**src/rtl/bsg_ds_pkg.sv**
```systemverilog
// Shared types and defaults for the downstream-to-core arbitration slice.
package bsg_ds_pkg;

  typedef enum logic [0:0] {
    ARB_IDLE  = 1'b0,
    ARB_BURST = 1'b1
  } arb_state_e;

  localparam int DEF_NUM_CH    = 4;
  localparam int DEF_DATA_W    = 32;
  localparam int DEF_BURST_MAX = 4;

  // Channel-id width; never narrower than one bit so a single channel still has a field.
  function automatic int ch_id_w(input int n);
    return (n <= 2) ? 1 : $clog2(n);
  endfunction

endpackage

```
**src/rtl/bsg_ds_rr_pick.sv**
```systemverilog
// Combinational find-first-valid, scanning upward from ptr_i with wrap to channel 0.
module bsg_ds_rr_pick
  import bsg_ds_pkg::*;
#(
  parameter int NUM_CH = DEF_NUM_CH,
  parameter int ID_W   = ch_id_w(NUM_CH)
) (
  input  logic [NUM_CH-1:0] req_i,
  input  logic [ID_W-1:0]   ptr_i,
  output logic [NUM_CH-1:0] gnt_onehot_o,
  output logic [ID_W-1:0]   gnt_id_o,
  output logic              any_o
);

  int idx;

  // NOTE: combinational blocks use blocking '=' and assign every output a default
  // first, so no path can leave a value unassigned and infer a latch.
  always_comb begin
    gnt_onehot_o = '0;
    gnt_id_o     = '0;
    any_o        = 1'b0;
    idx          = 0;
    for (int i = 0; i < NUM_CH; i++) begin
      idx = int'(ptr_i) + i;
      if (idx >= NUM_CH) idx = idx - NUM_CH;
      if (!any_o && req_i[idx]) begin
        any_o             = 1'b1;
        gnt_id_o          = ID_W'(idx);
        gnt_onehot_o[idx] = 1'b1;
      end
    end
  end

endmodule

```
**src/rtl/bsg_ds_core_arb.sv**
```systemverilog
// Round-robin burst arbiter: moves one word per cycle from a granted downstream
// channel into a registered core-side slot, returning a one-hot yumi upstream.
module bsg_ds_core_arb
  import bsg_ds_pkg::*;
#(
  parameter  int NUM_CH    = DEF_NUM_CH,
  parameter  int DATA_W    = DEF_DATA_W,
  parameter  int BURST_MAX = DEF_BURST_MAX,
  localparam int ID_W      = ch_id_w(NUM_CH)
) (
  input  logic                     clk,
  input  logic                     rst,
  input  logic [NUM_CH-1:0]        ch_valid_i,
  input  logic [NUM_CH*DATA_W-1:0] ch_data_i,
  output logic [NUM_CH-1:0]        ch_yumi_o,
  output logic                     core_valid_o,
  output logic [DATA_W-1:0]        core_data_o,
  output logic [ID_W-1:0]          core_ch_o,
  input  logic                     core_ready_i
);

  localparam int              CNT_W    = $clog2(BURST_MAX + 1);
  localparam logic [CNT_W-1:0] CNT_LAST = CNT_W'(BURST_MAX - 1);
  localparam logic [ID_W-1:0]  PTR_MAX  = ID_W'(NUM_CH - 1);

  arb_state_e          state_q;
  logic [ID_W-1:0]     rr_ptr_q;
  logic [ID_W-1:0]     lock_q;
  logic [CNT_W-1:0]    cnt_q;
  logic                core_valid_q;
  logic [DATA_W-1:0]   core_data_q;
  logic [ID_W-1:0]     core_ch_q;

  logic [NUM_CH-1:0]   pick_onehot;
  logic [ID_W-1:0]     pick_id;
  logic                pick_any;

  logic                slot_free;
  logic                xfer;
  logic [ID_W-1:0]     sel_id;
  logic [NUM_CH-1:0]   sel_onehot;

  bsg_ds_rr_pick #(
    .NUM_CH (NUM_CH),
    .ID_W   (ID_W)
  ) u_pick (
    .req_i        (ch_valid_i),
    .ptr_i        (rr_ptr_q),
    .gnt_onehot_o (pick_onehot),
    .gnt_id_o     (pick_id),
    .any_o        (pick_any)
  );

  // Explicit wrap so non-power-of-two channel counts rotate correctly.
  function automatic logic [ID_W-1:0] ptr_inc(input logic [ID_W-1:0] p);
    return (p == PTR_MAX) ? '0 : p + 1'b1;
  endfunction

  always_comb begin
    slot_free  = !core_valid_q || core_ready_i;
    sel_id     = pick_id;
    sel_onehot = pick_onehot;
    xfer       = 1'b0;
    if (state_q == ARB_IDLE) begin
      xfer = slot_free && pick_any;
    end else begin
      sel_id             = lock_q;
      sel_onehot         = '0;
      sel_onehot[lock_q] = 1'b1;
      xfer               = slot_free && ch_valid_i[lock_q];
    end
    // A yumi during reset would let the upstream buffer drop a word nobody captured.
    if (rst) xfer = 1'b0;
  end

  assign ch_yumi_o = xfer ? sel_onehot : '0;

  // NOTE: all state below uses non-blocking '<=' so every register samples the
  // pre-edge values, independent of statement order.
  always_ff @(posedge clk or posedge rst) begin
    if (rst) begin
      state_q      <= ARB_IDLE;
      rr_ptr_q     <= '0;
      lock_q       <= '0;
      cnt_q        <= '0;
      core_valid_q <= 1'b0;
      core_data_q  <= '0;
      core_ch_q    <= '0;
    end else begin
      if (slot_free) begin
        core_valid_q <= xfer;
        if (xfer) begin
          core_data_q <= ch_data_i[sel_id*DATA_W +: DATA_W];
          core_ch_q   <= sel_id;
        end
      end

      case (state_q)
        ARB_IDLE: begin
          if (xfer) begin
            lock_q <= sel_id;
            cnt_q  <= CNT_W'(1);
            if (BURST_MAX > 1) state_q  <= ARB_BURST;
            else               rr_ptr_q <= ptr_inc(sel_id);
          end
        end
        ARB_BURST: begin
          if (xfer) begin
            cnt_q <= cnt_q + 1'b1;
            if (cnt_q == CNT_LAST) begin
              state_q  <= ARB_IDLE;
              rr_ptr_q <= ptr_inc(lock_q);
            end
          end else if (slot_free) begin
            // Locked channel ran dry: give up the rest of the burst.
            state_q  <= ARB_IDLE;
            rr_ptr_q <= ptr_inc(lock_q);
          end
        end
        default: state_q <= ARB_IDLE;
      endcase
    end
  end

  assign core_valid_o = core_valid_q;
  assign core_data_o  = core_data_q;
  assign core_ch_o    = core_ch_q;

endmodule

```
**config.mk**
```make
export PLATFORM = sky130hd
export DESIGN_NAME = bsg_ds_core_arb
export DESIGN_NICKNAME = d
export VERILOG_FILES = /design/src/rtl/bsg_ds_pkg.sv /design/src/rtl/bsg_ds_rr_pick.sv /design/src/rtl/bsg_ds_core_arb.sv
export SDC_FILE = /design/constraint.sdc
export NUM_CORES = 1
export LEC_CHECK = 0
export ABC_AREA = 1
export BUFFER_PORTS_ARGS = -buffer_cell sky130_fd_sc_hd__buf_2
export CAP_MARGIN = 15
export CORE_MARGIN = 2
export CORE_UTILIZATION = 43
export DETAILED_ROUTE_END_ITERATION = 10
export PLACE_DENSITY = 0.88
export SETUP_SLACK_MARGIN = 0.5
export SLEW_MARGIN = 10
export SYNTH_ARGS = -nofsm -noshare
export SYNTH_HDL_FRONTEND = slang
export SYNTH_SLANG_ARGS = --single-unit
export TNS_END_PERCENT = 20
```
**constraint.sdc**
```tcl
create_clock -name clk -period 2.6 [get_ports clk]
set_clock_uncertainty 0.2 [all_clocks]
set_input_delay 0.26 -clock clk [delete_from_list [all_inputs] [get_ports clk]]
set_output_delay 0.26 -clock clk [all_outputs]
set_load 0.01 [all_outputs]
```
==> impl_metrics.env, run 1 <==
export IMPL_antenna_found_initial=0
export IMPL_path_class="flop to output port"
export IMPL_grt_busiest_layer="met2"
export IMPL_diodes=0
export IMPL_endpoint_kind="output port"
export IMPL_p_leak_nw=3.29
export IMPL_slowest_stage="dfrtp_1"
export IMPL_synth_area_leaders="dfrtp_1 28%, nand2_1 21%, nand3_1 18%"
export IMPL_start_util_pct=43.9
export IMPL_wirelength_um=12600
export IMPL_postLayoutCoreUtil_pct=60.9
export IMPL_grt_use_met2_pct=40.7
export IMPL_port_buffer_count=173
export IMPL_post_drt_wl_per_cell_um=13.7
export IMPL_fin_nets=958
export IMPL_via_per_inst=5.02
export IMPL_synth_area_mm2=0.00379
export IMPL_timing_final_hold_violations=0
export IMPL_grt_max_degree=75
export IMPL_slowest_delay_ns=0.44
export IMPL_worst_path_most_repeated_cell="nand2_2"
export IMPL_crit_chain="inv_6, ha_4, inv_4, nand2_2, nand2_2, nor2_2, nand3_1, nand2_2, inv_6, nand2_4, o22ai_2, buf_2"
export IMPL_synth_cell_types=30
export IMPL_tns_ns=0
export IMPL_synth_avg_cell_area_um2=6.02
export IMPL_power_density_mw_per_mm2=1550
export IMPL_min_period_ns=2.54
export IMPL_final_max_slew_violation_count=0
export IMPL_clkLatencyLatePin_ns=0.29
export IMPL_gp_congestion=0.863
export IMPL_place_hpwl_um=8340
export IMPL_htree_levels=2
export IMPL_io_pins=174
export IMPL_grt_pass1_wl_um=18800
export IMPL_area_growth_syn_to_layout_pct=38.7
export IMPL_ys_warnings_count=0
export IMPL_drive_gt1_share_pct=31.6
export IMPL_clock_sinks=43
export IMPL_fmax_ghz=0.393
export IMPL_status="finished clean"
export IMPL_synthCells=630
export IMPL_die_x_um=97.9
export IMPL_detail_route_antenna_nets=0
export IMPL_cts_buffers=5
export IMPL_drt_pass1_iter_count=5
export IMPL_met1_usage_pct=29.7
export IMPL_startpoint_type="flop"
export IMPL_clock_tree_root_cell="clkbuf_8"
export IMPL_core_mm2=0.00864
export IMPL_cap_violations=0
export IMPL_hold_ws_ns=0.0668
export IMPL_grtUsageMet3_pct=3.87
export IMPL_fp_row_count=34
export IMPL_grt_usage_pct=23.5
export IMPL_synth_top_area_cell="dfrtp_1"
export IMPL_dieArea_mm2=0.00958
export IMPL_synth_top_area_share_pct=28.4
export IMPL_crit_path_max_fanout=7
export IMPL_slew_limit_headroom_pct=73.7
export IMPL_grt_overflow_total=0
export IMPL_peakVddDrop_uv=873
export IMPL_hp_class="input pin to flop"
export IMPL_grt_pass1_vias=4147
export IMPL_clk_path_buf_depth=2
export IMPL_vias=4625
export IMPL_drtIter0Drc=204
export IMPL_drt_drc_violations_left=0
export IMPL_worst_pin_slew_ns=0.394
export IMPL_post_route_period_util_pct=97.8
export IMPL_ys_ff_latch=43
export IMPL_path_clk_slew_ns=0.08
export IMPL_cts_tree="built"
export IMPL_setup_viol=0
export IMPL_rsz0062_at_grt="true"
export IMPL_syn_nets=775
export IMPL_arrival_ns=2.08
export IMPL_worstPathRequired_ns=2.14
export IMPL_ys_seq_area_share_pct=28.4
export IMPL_die_height_um=97.9
==> final timing paths <==
| path | from | end | slack [ns] | cells past startpoint |
|---|---|---|---|---|
| worst max-delay path | rr_ptr_q[0] | ch_yumi_o[3] | 0.06 | 12 |
| worst min-delay path | ch_data_i[112] | core_data_o[16] | 0.07 | 4 |
| worst max register to register | rr_ptr_q[0] | core_data_o[30] | 0.13 | 15 |
| worst min register to register | core_data_o[1] | core_data_o[1] | 0.28 | 2 |
| max in group asynchronous | rst | core_data_o[4] | 1.59 | 4 |
| min in group asynchronous | rst | cnt_q[2] | 0.37 | 4 |
==> area by class of cell <==
cell class | instances | area, um2
clock inverters | 2 | 60.1
multi-input cells | 421 | 2140
inverters | 133 | 512
clock buffers | 6 | 72.6
fillers | 828 | 3380
repair buffers | 209 | 1260
flip-flops and latches | 43 | 1080
well taps | 108 | 135
==> timing repair <==
action	in CTS	in global routing
buffers inserted	10	2
hold endpoints to repair	43	0
hold buffers	1	0
pin swaps	8	8
resized for setup	13	17
setup endpoints to repair	44	46
gates cloned	0	7
==> metrics by stage <==
stage	power, mW	area (um2)	instances	setup slack (ns)
2_1_floorplan	5.26	3870	630	0.389
3_3_place_gp	6.22	4770	894	0.203
6_report	8.12	5260	922	0.0572
4_1_cts	7.18	5040	913	0.166
3_5_place_dp	6.34	4770	894	0.144
5_1_grt	8.85	5260	922	-0.0284
==> sequential cells by signal, indices dropped and copies added, names as in the netlist <==
name          flops
lock_q            2
core_valid_o      1
state_q           1
core_ch_o         2
cnt_q             3
rr_ptr_q          2
core_data_o      32
==> cells in the mapped netlist <==
library cell and count:
a21oi_1 11, a21oi_2 1, a22oi_1 4, a31oi_1 1, buf_1 1, buf_2 12, buf_4 7, buf_6 6
clkbuf_1 7, dfrtp_1 43, ha_1 10, inv_1 129, inv_2 3, inv_6 1, nand2_1 211, nand2_2 6
nand2_4 1, nand3_1 133, nand3_2 2, nand3b_1 8, nand4_1 2, nand4_2 1, nor2_1 7, nor2_2 2
nor2_4 1, nor3_1 1, o21ai_0 9, o22ai_1 2, or2_0 4, or2_1 4
==> kinds of logic after synthesis <==
kind of cell	after synthesis	share of synthesized area, %
buffers and inverters	166	18.9
DFF	43	28.4
AOI/OAI and AO/OA	28	4.16
and+or+nand+nor	383	45.3
adders and majority gates	10	3.30
==> cells in the final DEF (no fill, tap or decap), drive strengths merged, types with 2 or more instances in the layout <==
cell | Yosys | layout
dfrtp | 43 | 43
nand3 | 135 | 135
clkbuf | 7 | 9
a22oi | 4 | 4
a21oi | 12 | 12
ha | 10 | 10
or2 | 8 | 8
nand2 | 218 | 218
nor2 | 10 | 10
nand3b | 8 | 8
bufinv | 0 | 2
nand4 | 3 | 3
o21ai | 9 | 9
o22ai | 2 | 2
buf | 26 | 205
inv | 133 | 133
==> critical path, delay by kind of cell, from the launching register on <==
family,cells,cell delay (ns)
simple gates,6,0.46
flops,1,0.44
buf+inv,4,0.43
fa+ha+maj,1,0.27
compound gates,1,0.19
==> report_power, final <==
group          switching, mW  total, mW  leakage (nW)  internal (mW)
Sequential             0.200       1.21         0.530           1.01
Clock                  0.234      0.618        0.0654          0.384
Combinational           3.82       6.29          2.69           2.47
==> per-layer routing <==
layer,vias up,wire [um]
li1,2294,-
met1,2075,5050
met2,227,6340
met3,29,954
met4,0,272
met5,-,0
No activity file was read; power rests on OpenSTA's default activity.
==> run 2, diff against run 1 <==
--- a/config.mk
+++ b/config.mk
@@ -8,8 +8,10 @@
 export ABC_AREA = 1
 export BUFFER_PORTS_ARGS = -buffer_cell sky130_fd_sc_hd__buf_2
 export CAP_MARGIN = 15
+export CELL_PAD_IN_SITES_DETAIL_PLACEMENT = 1
+export CELL_PAD_IN_SITES_GLOBAL_PLACEMENT = 1
 export CORE_MARGIN = 2
-export CORE_UTILIZATION = 43
+export CORE_UTILIZATION = 28
 export DETAILED_ROUTE_END_ITERATION = 10
 export PLACE_DENSITY = 0.88
 export SETUP_SLACK_MARGIN = 0.5
==> impl_metrics.env, run 2 (synthesis gave the netlist of run 1 again) <==
export IMPL_status="finished clean"
export IMPL_area_growth_syn_to_layout_pct=45.1
export IMPL_final_max_slew_violation_count=0
export IMPL_slew_limit_headroom_pct=54.1
export IMPL_power_density_mw_per_mm2=1600
export IMPL_largest_register_ffs=32
export IMPL_post_drt_wl_per_cell_um=15.6
export IMPL_detail_route_antenna_nets=0
export IMPL_cts_buffers=5
export IMPL_final_cells=992
export IMPL_drtIter0Drc=210
export IMPL_endpoint_kind="flop"
export IMPL_hold_depth=5
export IMPL_r2r_start="rr_ptr_q[0]"
export IMPL_vias=4648
export IMPL_hp_start="ch_data_i[64]"
export IMPL_start_util_pct=28.6
export IMPL_cap_violations=0
export IMPL_grt_pass1_wl_um=23000
export IMPL_setup_viol=0
export IMPL_grt_max_degree=57
export IMPL_grt_overflow_total=0
export IMPL_dieArea_mm2=0.0145
export IMPL_fp_row_count=42
export IMPL_post_route_period_util_pct=95.2
export IMPL_grt_usage_pct=19.6
export IMPL_multiInputGateArea_mm2=0.00217
export IMPL_place_hpwl_um=10400
export IMPL_wirelength_um=15500
export IMPL_startpoint_type="flop"
export IMPL_io_pins=174
export IMPL_timing_final_hold_violations=0
export IMPL_drt_drc_violations_left=0
export IMPL_power_switching_mw=4.55
export IMPL_min_period_ns=2.47
export IMPL_p_sw_share_pct=51.7
export IMPL_port_buffer_count=173
export IMPL_antenna_found_initial=0
export IMPL_crit_path_max_fanout=14
export IMPL_clkLatencyLatePin_ns=0.28
export IMPL_place_inst=963
export IMPL_worstPathRequired_ns=2.57
export IMPL_register_area_mm2=0.00108
export IMPL_htree_levels=2
export IMPL_fin_nets=960
export IMPL_fmax_ghz=0.404
export IMPL_diodes=0
export IMPL_rsz0062_at_grt="true"
export IMPL_drt_pass1_iter_count=4
export IMPL_clk_path_buf_depth=2
export IMPL_reg2reg_depth=17
export IMPL_path_clk_slew_ns=0.07
export IMPL_place_area_mm2=0.00490
export IMPL_hold_ws_ns=0.0923
export IMPL_p_int_mw=4.24
export IMPL_final_cell_area_mm2=0.00550
export IMPL_p_leak_nw=3.36
export IMPL_clock_sinks=43
export IMPL_power_frac_seq_pct=13.9
export IMPL_hold_end="core_data_o[0]"
export IMPL_hp_class="input pin to flop"
export IMPL_power_frac_clock_pct=9.4
export IMPL_path_class="flop to flop"
export IMPL_drive_gt1_share_pct=33.0
export IMPL_comb_power_share_pct=76.7
export IMPL_grt_pass1_vias=4807
export IMPL_worst_pin_slew_ns=0.688
export IMPL_layout_common_cells="200 x nand2_1, 173 x buf_2, 128 x nand3_1, 122 x inv_1, 42 x dfrtp_1"
export IMPL_mostFrequentLayoutCell="nand2_1"
export IMPL_cts_tree="built"
export IMPL_arrival_ns=2.45
export IMPL_core_mm2=0.0132
export IMPL_postLayoutCoreUtil_pct=41.5
export IMPL_die_height_um=120
export IMPL_gp_congestion=0.880
export IMPL_tns_ns=0
export IMPL_via_per_inst=4.69
export IMPL_n_fill_cell=1818
export IMPL_rrSetupSlack_ns=0.13
export IMPL_die_x_um=120
export IMPL_clock_tree_root_cell="clkbuf_16"
export IMPL_worstReg2RegEnd="core_data_o[5]"
export IMPL_peakVddDrop_uv=540
[run 2: power groups by stage]
| stage | logic, mW | registers, mW | clock network, mW |
|---|---|---|---|
| after floorplan | 3.94 | 1.32 | 0 |
| after global placement | 5.31 | 1.22 | 0 |
| after detailed placement | 5.46 | 1.22 | 0 |
| after CTS | 5.77 | 1.22 | 0.842 |
| after global routing | 7.47 | 1.26 | 0.861 |
| final | 6.74 | 1.23 | 0.822 |
[run 2: how the worst max path moves through the flow]
| stage | from | to | slack, ns | depth (start not counted) |
|---|---|---|---|---|
| 2_1_floorplan | rr_ptr_q[0] | core_data_o[5] | 0.39 | 15 |
| 3_3_place_gp | rr_ptr_q[1] | core_data_o[25] | 0.21 | 16 |
| 3_5_place_dp | rr_ptr_q[1] | core_data_o[5] | 0.12 | 14 |
| 4_1_cts | rr_ptr_q[0] | core_data_o[5] | 0.16 | 16 |
| 5_1_grt | rr_ptr_q[0] | core_data_o[5] | -0.03 | 17 |
| 6_report | rr_ptr_q[0] | core_data_o[5] | 0.13 | 17 |
[run 2: layer usage]
metal,wire [um],vias up,track usage (%)
met5,0,-,0
met4,188,0,4.29
met3,827,12,3.63
met2,7840,128,36.9
met1,6660,2210,23.1
li1,-,2298,-
[run 2: layout make-up]
class                   count  area share [%]
multi-input cells         421            39.5
repair buffers            211            24.2
flip-flops and latches     43            19.6
inverters                 133            9.30
well taps                 176            4.00
clock buffers               6            2.34
clock inverters             2            1.09
[run 2: per-stage QoR]
step	power, mW	setup slack (ns)
3_3_place_gp	6.53	0.208
5_1_grt	9.60	-0.0336
6_report	8.79	0.126
2_1_floorplan	5.26	0.389
4_1_cts	7.83	0.161
3_5_place_dp	6.68	0.119
[run 2: critical path, cell delays in order, from the launching register on]
cell and delay [ns]:
dfrtp_1 0.43, inv_6 0.06, ha_4 0.31, inv_4 0.05
nand3_4 0.08, nand2_4 0.08, nor2_4 0.16, nor2_1 0.05
nand2_1 0.08, nand2_2 0.07, nand2_4 0.12, buf_12 0.12
buf_6 0.19, nand3_1 0.09, nand3_1 0.09, nand2_1 0.05
nand2_1 0.05, nand2_1 0.06
[run 2: timing repair]
action,4_1_cts,5_1_grt
hold buffers,1,0
endpoints found under the hold margin,27,0
setup endpoints to repair,45,47
pin swaps,10,6
setup buffers,9,4
cloned,0,7
resized for setup,28,8
==> run 3, diff against run 2 <==
--- a/config.mk
+++ b/config.mk
@@ -13,7 +13,9 @@
 export CORE_MARGIN = 2
 export CORE_UTILIZATION = 28
 export DETAILED_ROUTE_END_ITERATION = 10
+export MAX_ROUTING_LAYER = met4
 export PLACE_DENSITY = 0.88
+export REMOVE_ABC_BUFFERS = 1
 export SETUP_SLACK_MARGIN = 0.5
 export SLEW_MARGIN = 10
 export SYNTH_ARGS = -nofsm -noshare
==> impl_metrics.env, run 3 (synthesis gave the netlist of run 1 again) <==
export IMPL_status="finished clean"
export IMPL_fp_row_count=42
export IMPL_slowest_stage="dfrtp_2"
export IMPL_vias=4717
export IMPL_path_clk_slew_ns=0.07
export IMPL_drt_drc_violations_left=0
export IMPL_gp_congestion=0.830
export IMPL_endpoint_kind="output port"
export IMPL_fin_nets=974
export IMPL_fin_ws_ns=0.0666
export IMPL_layout_common_cells="197 x nand2_1, 173 x buf_2, 125 x inv_1, 120 x nand3_1, 42 x dfrtp_1"
export IMPL_grt_usage_pct=20.4
export IMPL_clk_path_buf_depth=2
export IMPL_drtIter0Drc=196
export IMPL_drt_pass1_iter_count=4
export IMPL_cp_num_buf_inv=4
export IMPL_clock_sinks=43
export IMPL_startpoint_type="flop"
export IMPL_worstPathRequired_ns=2.14
export IMPL_final_cells=1007
export IMPL_postLayoutCoreUtil_pct=43.7
export IMPL_die_x_um=120
export IMPL_grt_pass1_wl_um=23000
export IMPL_crit_chain="buf_6, buf_8, nand2_2, nand2_1, nand2_2, nand2_4, a21oi_4, nand3_2, nand2_4, inv_8, nand2_4, o22ai_1, buf_2"
export IMPL_antenna_found_initial=1
export IMPL_n_fill_cell=1807
export IMPL_final_max_slew_violation_count=0
export IMPL_via_per_inst=4.68
export IMPL_hp_class="input pin to flop"
export IMPL_slowest_delay_ns=0.44
export IMPL_worst_path_most_repeated_cell="nand2_4"
export IMPL_htree_levels=2
export IMPL_post_drt_wl_per_cell_um=15.6
export IMPL_rsz0062_at_grt="true"
export IMPL_path_class="flop to output port"
export IMPL_total_power_mw=9.48
export IMPL_drive_gt1_share_pct=34.6
export IMPL_area_growth_syn_to_layout_pct=52.7
export IMPL_wirelength_um=15700
export IMPL_core_mm2=0.0132
export IMPL_dp_slack_ns=0.00821
export IMPL_min_period_ns=2.53
export IMPL_clock_tree_root_cell="clkbuf_16"
export IMPL_slew_limit_headroom_pct=64.8
export IMPL_cts_tree="built"
export IMPL_mostFrequentLayoutCell="nand2_1"
export IMPL_p_leak_nw=3.50
export IMPL_setup_viol=0
export IMPL_grt_overflow_total=0
export IMPL_place_inst=968
export IMPL_grt_pass1_vias=4559
export IMPL_cts_buffers=5
export IMPL_fmax_ghz=0.395
export IMPL_start_util_pct=28.6
export IMPL_timing_final_hold_violations=0
export IMPL_crit_path_max_fanout=7
export IMPL_place_hpwl_um=10300
export IMPL_peakVddDrop_uv=613
export IMPL_grt_max_degree=40
export IMPL_post_route_period_util_pct=97.4
export IMPL_cap_violations=0
export IMPL_port_buffer_count=173
export IMPL_io_pins=174
export IMPL_power_density_mw_per_mm2=1640
export IMPL_die_height_um=120
export IMPL_detail_route_antenna_nets=0
export IMPL_arrival_ns=2.07
export IMPL_clkLatencyLatePin_ns=0.28
export IMPL_crit_family="simple AND/OR/NAND/NOR gates"
export IMPL_largest_register_ffs=32
export IMPL_dieArea_mm2=0.0145
export IMPL_worst_pin_slew_ns=0.527
-- run 3: cell types whose count changed in the layout (fill, tap and decap cells not counted), sizes merged --
| cell | before | now |
|---|---|---|
| clkinv | 0 | 1 |
| clkbuf | 11 | 15 |
| diode | 0 | 1 |
| bufinv | 2 | 0 |
| buf | 205 | 216 |
-- run 3: path summary, 6_finish.rpt --
| path | start | slack (ns) | depth (start not counted) | endpoint |
|---|---|---|---|---|
| min in group asynchronous | rst | 0.42 | 3 | core_data_o[18] |
| min reg2reg | core_data_o[31] | 0.27 | 2 | core_data_o[31] |
| max | rr_ptr_q[0] | 0.07 | 13 | ch_yumi_o[3] |
| max in group asynchronous | rst | 1.09 | 4 | rr_ptr_q[0] |
| min | ch_data_i[126] | 0.08 | 4 | core_data_o[30] |
| max reg2reg | rr_ptr_q[0] | 0.10 | 15 | core_data_o[10] |
-- run 3: routing by layer --
| layer | GRT usage (%) | vias to the layer above | routed length, um |
|---|---|---|---|
| li1 | - | 2329 | - |
| met1 | 26.0 | 2234 | 6790 |
| met2 | 35.0 | 134 | 7870 |
| met3 | 2.41 | 20 | 731 |
| met4 | 4.14 | 0 | 269 |
| met5 | - | - | 0 |
-- run 3: per-stage QoR --
| step | TNS, ns | hold WS [ns] | area, um2 |
|---|---|---|---|
| global placement | 0 | 0.158 | 4880 |
| floorplan | -51.62 | 0.253 | 3580 |
| detailed placement | 0 | 0.152 | 4880 |
| global route | -0.0989 | 0.131 | 5790 |
| finish | 0 | 0.0849 | 5790 |
| CTS | 0 | 0.0875 | 5340 |
-- run 3: report_power, final --
part           switching [mW]  internal, mW
sequential              0.208          1.02
clock                   0.259         0.356
combinational            4.27          3.37
total                    4.74          4.74
-- run 3: tightest hold or removal path, stage by stage --
cell     delay (ns)
buf_2          0.07
or2_1          0.08
nand3_1        0.06
nand3_1        0.06
-- run 3: area by class of cell --
type                            instances  area [um2]  area share (%)
Antenna cell                            1        2.50          0.0433
Clock buffer                            7         133            2.29
Clock inverter                          1        5.00          0.0865
Inverter                              133         519            8.97
Multi-Input combinational cell        421        2230            38.6
Sequential cell                        43        1080            18.6
Tap cell                              176         220            3.81
Timing Repair Buffer                  225        1600            27.6
-- run 3: repair_timing --
action                     4_1_cts  5_1_grt
cloned                           4        8
pin swaps                        5       22
setup buffers                   11        6
hold endpoints to repair        22        0
setup endpoints to repair       46       47
hold buffers                     1        0
gates resized for setup         29       49
